### config.mk
export PLATFORM = sky130hd
export DESIGN_NAME = mux_rr_arbiter_flat
export DESIGN_NICKNAME = d
export VERILOG_FILES = /design/src/rtl/mux_rr_arbiter_if.sv /design/src/rtl/mux_rr_arbiter.sv /design/src/flat_wrapper.sv
export SDC_FILE = /design/constraint.sdc
export NUM_CORES = 1
export LEC_CHECK = 0
export CORE_UTILIZATION = 39
export CTS_CLUSTER_DIAMETER = 150
export CTS_CLUSTER_SIZE = 40
export DETAILED_ROUTE_END_ITERATION = 16
export PLACE_DENSITY = 0.91
export SLEW_MARGIN = 20
export SYNTH_ARGS = -nofsm -noshare
export SYNTH_HDL_FRONTEND = slang
export SYNTH_SLANG_ARGS = --single-unit
### constraint.sdc
create_clock -name clk -period 4.9 [get_ports clk]
set_clock_uncertainty 0.2 [all_clocks]
set_input_delay 0.735 -clock clk [delete_from_list [all_inputs] [get_ports clk]]
set_output_delay 0.735 -clock clk [all_outputs]
set_load 0.02 [all_outputs]
### src/rtl/mux_rr_arbiter_if.sv
// -----------------------------------------------------------------------------
// mux_rr_arbiter_if
//   Bundles the requester side (four valid/lock/data lanes plus the per-lane
//   ready strobe) and the downstream valid/ready output stage of the
//   round-robin mux arbiter.
//
//   Signals
//     req_valid [3:0]    requester i has a word on req_data[i]
//     req_lock  [3:0]    requester i asks to keep the grant after this beat
//     req_data  [4*DW]   packed words, requester i at [i*DW +: DW]
//     req_ready [3:0]    beat from requester i accepted this cycle
//     sel       [1:0]    mux select (S1,S0) = granted index
//     out_valid          out_data holds a valid word
//     out_data  [DW]     registered selected word
//     out_ready          downstream accepts out_data
//     busy               arbiter is serving a grant
//
//   Modports
//     slave  : the arbiter
//     master : requesters + downstream consumer (testbench side)
// -----------------------------------------------------------------------------
interface mux_rr_arbiter_if #(
  parameter int DW = 32
);
  logic [3:0]      req_valid;
  logic [3:0]      req_lock;
  logic [4*DW-1:0] req_data;
  logic [3:0]      req_ready;
  logic [1:0]      sel;
  logic            out_valid;
  logic [DW-1:0]   out_data;
  logic            out_ready;
  logic            busy;

  modport slave (
    input  req_valid, req_lock, req_data, out_ready,
    output req_ready, sel, out_valid, out_data, busy
  );

  modport master (
    output req_valid, req_lock, req_data, out_ready,
    input  req_ready, sel, out_valid, out_data, busy
  );
endinterface

### src/rtl/mux_rr_arbiter.sv
// -----------------------------------------------------------------------------
// mux_rr_arbiter
//   Round-robin arbiter sharing one 4:1 DW-bit mux between four requesters.
//   The granted index drives the mux select and the selected word is
//   registered into a one-entry output stage with a valid/ready handshake.
//   A requester holding req_lock keeps the mux for up to BURST_MAX beats.
//
//   Ports
//     clk    in  rising-edge clock
//     rst_n  in  asynchronous active-low reset
//     bus    slave modport of mux_rr_arbiter_if (request lanes, mux select,
//            output stage, busy)
//
//   Parameters
//     DW         word width per requester and output
//     BURST_MAX  max consecutive beats per grant while req_lock is held (>=1)
// -----------------------------------------------------------------------------
module mux_rr_arbiter #(
  parameter int DW        = 32,
  parameter int BURST_MAX = 4
) (
  input  logic                  clk,
  input  logic                  rst_n,
  mux_rr_arbiter_if.slave       bus
);

  // Beat counter only has to reach BURST_MAX-1.
  localparam int CW = (BURST_MAX > 1) ? $clog2(BURST_MAX) : 1;

  typedef enum logic {
    IDLE = 1'b0,
    XFER = 1'b1
  } state_t;

  state_t          state_q, state_d;
  logic [1:0]      gnt_q,   gnt_d;
  logic [1:0]      ptr_q,   ptr_d;
  logic [CW-1:0]   burst_q, burst_d;
  logic            out_valid_q, out_valid_d;
  logic [DW-1:0]   out_data_q,  out_data_d;

  logic            free;
  logic            accept;
  logic [3:0]      req_ready;
  logic [DW-1:0]   gnt_word;

  // First valid requester after the last-served one, wrapping mod 4.
  // Scanning from the farthest candidate down lets the nearest one win.
  function automatic logic [1:0] rr_pick(input logic [1:0] last,
                                         input logic [3:0] vld);
    logic [1:0] idx;
    rr_pick = last;
    for (int k = 4; k >= 1; k--) begin
      idx = last + 2'(k);
      if (vld[idx]) rr_pick = idx;
    end
  endfunction

  assign gnt_word = bus.req_data[int'(gnt_q)*DW +: DW];
  assign free     = !out_valid_q || bus.out_ready;

  always_comb begin
    state_d     = state_q;
    gnt_d       = gnt_q;
    ptr_d       = ptr_q;
    burst_d     = burst_q;
    out_valid_d = out_valid_q;
    out_data_d  = out_data_q;
    req_ready   = 4'b0000;
    accept      = 1'b0;

    unique case (state_q)
      IDLE: begin
        if (|bus.req_valid) begin
          gnt_d   = rr_pick(ptr_q, bus.req_valid);
          burst_d = '0;
          state_d = XFER;
        end
      end
      XFER: begin
        if (!bus.req_valid[gnt_q]) begin
          // Requester withdrew before its beat was taken: release the grant.
          ptr_d   = gnt_q;
          state_d = IDLE;
        end else if (free) begin
          req_ready[gnt_q] = 1'b1;
          accept           = 1'b1;
          if (bus.req_lock[gnt_q] && (burst_q < CW'(BURST_MAX - 1))) begin
            burst_d = burst_q + CW'(1);
          end else begin
            ptr_d   = gnt_q;
            state_d = IDLE;
          end
        end
        // Valid but output stage full: hold grant and select.
      end
      default: state_d = IDLE;
    endcase

    // A drain in the same cycle as an accept just replaces the word.
    if (accept) begin
      out_valid_d = 1'b1;
      out_data_d  = gnt_word;
    end else if (bus.out_ready && out_valid_q) begin
      out_valid_d = 1'b0;
    end
  end

  always_ff @(posedge clk or negedge rst_n) begin
    if (!rst_n) begin
      state_q     <= IDLE;
      gnt_q       <= 2'd0;
      ptr_q       <= 2'd3;
      burst_q     <= '0;
      out_valid_q <= 1'b0;
      out_data_q  <= '0;
    end else begin
      state_q     <= state_d;
      gnt_q       <= gnt_d;
      ptr_q       <= ptr_d;
      burst_q     <= burst_d;
      out_valid_q <= out_valid_d;
      out_data_q  <= out_data_d;
    end
  end

  assign bus.req_ready = req_ready;
  assign bus.sel       = gnt_q;
  assign bus.out_valid = out_valid_q;
  assign bus.out_data  = out_data_q;
  assign bus.busy      = (state_q == XFER);

endmodule

### src/flat_wrapper.sv
// flat-port wrapper written by rule: the top's interface ports become plain ports
module mux_rr_arbiter_flat 
#(
  parameter int DW        = 32,
  parameter int BURST_MAX = 4
)
  (clk, rst_n, bus_req_valid, bus_req_lock, bus_req_data, bus_out_ready, bus_req_ready, bus_sel, bus_out_valid, bus_out_data, bus_busy);
  mux_rr_arbiter_if #(.DW(DW)) bus_i ();
  input  logic clk;
  input  logic rst_n;
  input wire logic [$bits(bus_i.req_valid)-1:0] bus_req_valid;
  input wire logic [$bits(bus_i.req_lock)-1:0] bus_req_lock;
  input wire logic [$bits(bus_i.req_data)-1:0] bus_req_data;
  input wire logic [$bits(bus_i.out_ready)-1:0] bus_out_ready;
  output wire logic [$bits(bus_i.req_ready)-1:0] bus_req_ready;
  output wire logic [$bits(bus_i.sel)-1:0] bus_sel;
  output wire logic [$bits(bus_i.out_valid)-1:0] bus_out_valid;
  output wire logic [$bits(bus_i.out_data)-1:0] bus_out_data;
  output wire logic [$bits(bus_i.busy)-1:0] bus_busy;
  assign bus_i.req_valid = bus_req_valid;
  assign bus_i.req_lock = bus_req_lock;
  assign bus_i.req_data = bus_req_data;
  assign bus_i.out_ready = bus_out_ready;
  assign bus_req_ready = bus_i.req_ready;
  assign bus_sel = bus_i.sel;
  assign bus_out_valid = bus_i.out_valid;
  assign bus_out_data = bus_i.out_data;
  assign bus_busy = bus_i.busy;
  mux_rr_arbiter #(.DW(DW), .BURST_MAX(BURST_MAX)) u_core (.clk(clk), .rst_n(rst_n), .bus(bus_i));
endmodule
# Word-level counts from Yosys, hierarchy flattened
# Index checks and enable logic that the tools add are counted.
# classes
add_sub_neg	4
n_lt_le_gt_ge	6
n_eq_ne	6
n_shift	1
mux	36
bitwise_logic	1
n_reduce_logical	10
# ops
cell	n
$shiftx 128x8->32	1
$mux 2	10
$mux 1	15
$lt 2x3->1 const B	4
$mux 4	3
$bmux 1 s2	5
$ne 2x2->1 const B	4
$add 2x1->2 const B	2
$add 2x2->2 const B	2
$ne 2x1->1 const B	2
$pmux 2 s2	1
$reduce_and 4->1	1
$reduce_or 4->1	1
$logic_and 1x1->1	3
$reduce_and 3->1	1
$demux 1 s2	1
$ge 2x1->1 const B	1
$lt 2x2->1 const B	1
$pmux 1 s2	1
$reduce_and 2->1	1
$reduce_bool 2->1	1
$logic_not 1->1	1
$logic_or 1x1->1	1
$not 1->1	1
# word_totals
ff_bits	40

# Logic depth before layout (Yosys ltp)
# logic_depth
depth_word	7
mapped_depth	7

# Least setup slack after synthesis
# No wires, ideal clock.
# synth_timing
path_type	input port to output port
start	input bus_req_valid[3]
end	output bus_req_ready[3]
arrival_ps	1928
required_ps	3965
slack_ps	2037
path_stages	5
path_buffers	2
path_cell_list	mux4_2 -> and3_4 -> buf_6 -> buf_6 -> and3_1
# synth_via
elab_chain_len	4
# synth_rtl
element	line_no	rtl
start: declaration	flat_wrapper.sv:11	input wire logic [$bits(bus_i.req_valid)-1:0] bus_req_valid;
$bmux 1 s2	mux_rr_arbiter.sv:81	if (!bus.req_valid[gnt_q]) begin
$mux 1 (implied by the code)	mux_rr_arbiter.sv:81	
$mux 4	mux_rr_arbiter.sv:81	
$mux 4	mux_rr_arbiter.sv:72	unique case (state_q)
end: declaration	flat_wrapper.sv:15	output wire logic [$bits(bus_i.req_ready)-1:0] bus_req_ready;
# Every way passes these cells. The select of a mux whose other input is x is not followed.

# Worst setup path after layout
# Same ends and word-level chain as after synthesis.

==> results.md <==
- CTS Hold Buffers Added: 0
- Die Outline Area: roughly 7000 sq um
- Non-filler cells, final: 413
- Run status: finished clean
- Required time of the critical path: approximately 4 ns
- Grt met2 use: 0.420
- Share of the synthesized area in the top cell type: 0.367
- Clock Tree Buf Depth: 2
- Share of final-layout standard cells stronger than drive strength 1: 0.256
- Worst-case setup slack after placement: approximately 1.3 ns
- Initial Utilization: 0.406
- Post-route minimum period: approximately 3.6 ns
- Net Count, Synth: 302
- Largest net degree at the start of global routing: 43
- Post-route DRC violation count: 0
- Final-stage net count: 475
- Setup WS post-layout: between 1 and 1.5 ns
- P per Cell Area: between 500 and 600 nW/um^2
- Max Fclk: 278 MHz
- Synth cell count leaders: 38 x sky130_fd_sc_hd__dfrtp_1, 33 x sky130_fd_sc_hd__mux4_2, 27 x sky130_fd_sc_hd__mux2_4
- Async set-or-reset flop fraction in the synthesized netlist: 1.00
- Resized Gates After CTS: 0
- Endpoint class of the critical path: output pin
- Syn Inst Count: approximately 160
- Fillers: about 480
- Met3 global-route usage: 0.0524
- Placer Congestion: around 0.77
- Unrepaired setup endpoints after global routing: no
- Grt ovf: 0
- Synthesized flop and latch total: 40
- Top fanout value on the critical path: 5
- Insertion delay of the later-clocked pin in the worst-skew pair: around 0.28 ns
- Final-report hold violation count: 0
- Worst slew pin tran: around 1.1 ns
- First-pass detailed-route iteration total: 4
- Clock root buffer: sky130_fd_sc_hd__clkbuf_8
- Area growth syn-to-layout: 73.6%
- Instance count after placement with tap cells included: 405
- Post-CTS Setup Bufs: 0
- Worst-path clk slew: about 0.08 ns
- # IOs: about 180
- Yosys warning total: 0
- CTS buffer count: 5
- EDFF count, synth: 0
- Max-slew headroom: 0.281
- Post-detailed-route via-to-cell ratio: about 5.3
- Leakage power of the design: 1.80 nW
- Hold Worst Slack: 0.308 ns
- Summed instance area of the synthesized netlist: around 2600 sq um
- CTS H-tree lvls: 2
- HPWL Detailed: ~6000 um
- Most instantiated flip-flop cell in the synthesis netlist: sky130_fd_sc_hd__dfrtp_1
- Maximum capacitance violations: 0
- Fin. max-slew vios: 0
- Core region area: roughly 6400 sq um
- Initial antenna violation count: 0
- Sum Neg Setup Slack: 0 ns
- Gr busiest metal: met2
- Total detailed-routing wirelength: roughly 7800 um
- Gr usage total: 0.230
- Synthesized area per cell: ~16 sq um
- CTS tree: built
- Inserted Diodes: 0
- Setup violators final: 0
- Met1 Use GR: 0.262
- Number of antenna-violating nets in the routed design: 0
- Worst min-delay path class: flip-flop to flip-flop
- Count of unique library cells instantiated by Yosys: 31
- Die width: ~84 um
- Number of global-route vias before repair: 2,406
- Final clock period utilization by the worst path: 0.735
- Num rows: 29
- Ranking of synthesized cells by area: sky130_fd_sc_hd__dfrtp_1 37%, sky130_fd_sc_hd__mux4_2 29%, sky130_fd_sc_hd__mux2_4 16%
- Vias post-DR: 2,191
- Wire per inst: 19.0 um
- Wire length of the first global-routing pass: 12,300 um
- Category of the most critical setup path: primary input to output pin
- Count of routing violations after the opening detailed-route iteration: between 60 and 70
- Cell accounting for the most synthesized area: sky130_fd_sc_hd__dfrtp_1
- Worst supply voltage drop on vdd: 0.404 mV
- Clock Sinks: 40
- Die Span Y: roughly 84 um
- Worst EP arrival: 2.67 ns
- Sequential fraction of the synthesis area: 0.387
- Final core occ: 0.705
- Sort of element at the start of the critical path: primary input
- Most common cell in the synthesized netlist: sky130_fd_sc_hd__dfrtp_1
- IO buf count: roughly 180
-- per-stage QoR --
stage / power, mW / area, sq um
floorplan: 1.76 / 2590
global placement: 2.30 / 4390
detailed placement: 2.34 / 4390
CTS: 2.62 / 4500
global route: 2.73 / 4500
finish: 2.58 / 4500
-- final timing paths --
kind,endpoint,start,cells past startpoint,slack (ns)
min in group asynchronous,u_core.bus.out_data[0],rst_n,1,0.36
max in group asynchronous,u_core.bus.sel[1],rst_n,1,3.50
min,u_core.bus.out_data[25],u_core.bus.out_data[25],1,0.31
min reg2reg,u_core.bus.out_data[25],u_core.bus.out_data[25],1,0.31
max,bus_req_ready[3],bus_req_valid[3],5,1.30
max reg2reg,u_core.bus.out_data[26],u_core.bus.sel[1],4,2.07
-- layer usage --
| metal | wire, um | share of wire |
|---|---|---|
| met4 | 231 | 0.029 |
| met3 | 504 | 0.064 |
| met2 | 4230 | 0.54 |
| met1 | 2870 | 0.37 |
| met5 | 0 | 0 |
-- cells by family after synthesis --
| logic type | count (synthesis) | synth area share |
|---|---|---|
| simple gates | 18 | 0.0367 |
| fa+ha+maj | 1 | 0.00483 |
| compound gates | 12 | 0.0323 |
| mux | 73 | 0.497 |
| flops | 40 | 0.387 |
| buf+inv | 18 | 0.0420 |
-- area by class of cell --
class / count / area [sq um] / share of cell area
Timing Repair Buffer: 180 / 1790 / 0.398
Tap cell: 77 / 96.3 / 0.0214
Clock inverter: 3 / 42.5 / 0.00945
Sequential cell: 40 / 1010 / 0.224
Clock buffer: 5 / 68.8 / 0.0153
Multi-Input combinational cell: 104 / 1480 / 0.329
Inverter: 4 / 15.0 / 0.00334
-- power breakdown --
group	leakage, nW	switching (mW)	internal (mW)	total [mW]
logic	1.27	0.634	0.984	1.62
registers	0.470	0.186	0.512	0.699
clock network	0.0541	0.116	0.151	0.267
total	1.80	0.936	1.65	2.58
-- critical path, cell delays in order --
cell                              delay (ns)
sky130_fd_sc_hd__clkdlybuf4s50_1        0.47
sky130_fd_sc_hd__mux4_2                 0.54
sky130_fd_sc_hd__and3_4                 0.21
sky130_fd_sc_hd__and3_1                 0.17
sky130_fd_sc_hd__clkdlybuf4s50_1        0.53
-- placed cells by master (no fill, tap or decap) --
cell type                         instances
sky130_fd_sc_hd__bufinv_16                1
sky130_fd_sc_hd__mux4_2                  33
sky130_fd_sc_hd__a22oi_1                  1
sky130_fd_sc_hd__nor3_1                   2
sky130_fd_sc_hd__nand2b_1                 3
sky130_fd_sc_hd__o21ai_0                  3
sky130_fd_sc_hd__inv_1                    4
sky130_fd_sc_hd__clkbuf_8                 5
sky130_fd_sc_hd__buf_2                    1
sky130_fd_sc_hd__dfrtp_1                 36
sky130_fd_sc_hd__a21o_1                   1
sky130_fd_sc_hd__or2_2                    1
sky130_fd_sc_hd__a21oi_1                  1
sky130_fd_sc_hd__clkinvlp_4               1
sky130_fd_sc_hd__nor2_1                   2
sky130_fd_sc_hd__mux2_2                   8
sky130_fd_sc_hd__ha_1                     1
sky130_fd_sc_hd__clkinv_2                 1
sky130_fd_sc_hd__o221a_2                  1
sky130_fd_sc_hd__nand3_1                  1
sky130_fd_sc_hd__and3_1                   1
sky130_fd_sc_hd__a31oi_1                  1
sky130_fd_sc_hd__mux2_4                  27
sky130_fd_sc_hd__nand2_1                  6
sky130_fd_sc_hd__nor3b_1                  1
sky130_fd_sc_hd__o22ai_1                  1
sky130_fd_sc_hd__dfstp_2                  2
sky130_fd_sc_hd__o41ai_1                  1
sky130_fd_sc_hd__and3_4                   1
sky130_fd_sc_hd__a2bb2oi_1                1
sky130_fd_sc_hd__mux2i_1                  5
sky130_fd_sc_hd__dfrtp_2                  2
sky130_fd_sc_hd__buf_4                    2
sky130_fd_sc_hd__a211oi_1                 1
sky130_fd_sc_hd__clkdlybuf4s50_1        177
-- state kept, by name, indices dropped and copies added, names as in the netlist --
register	count
u_core.ptr_q	2
u_core.bus.sel	2
u_core.bus.out_valid	1
u_core.bus.out_data	32
u_core.burst_q	2
u_core.bus.busy	1
Note: power is estimated with default switching activity, not from simulation.
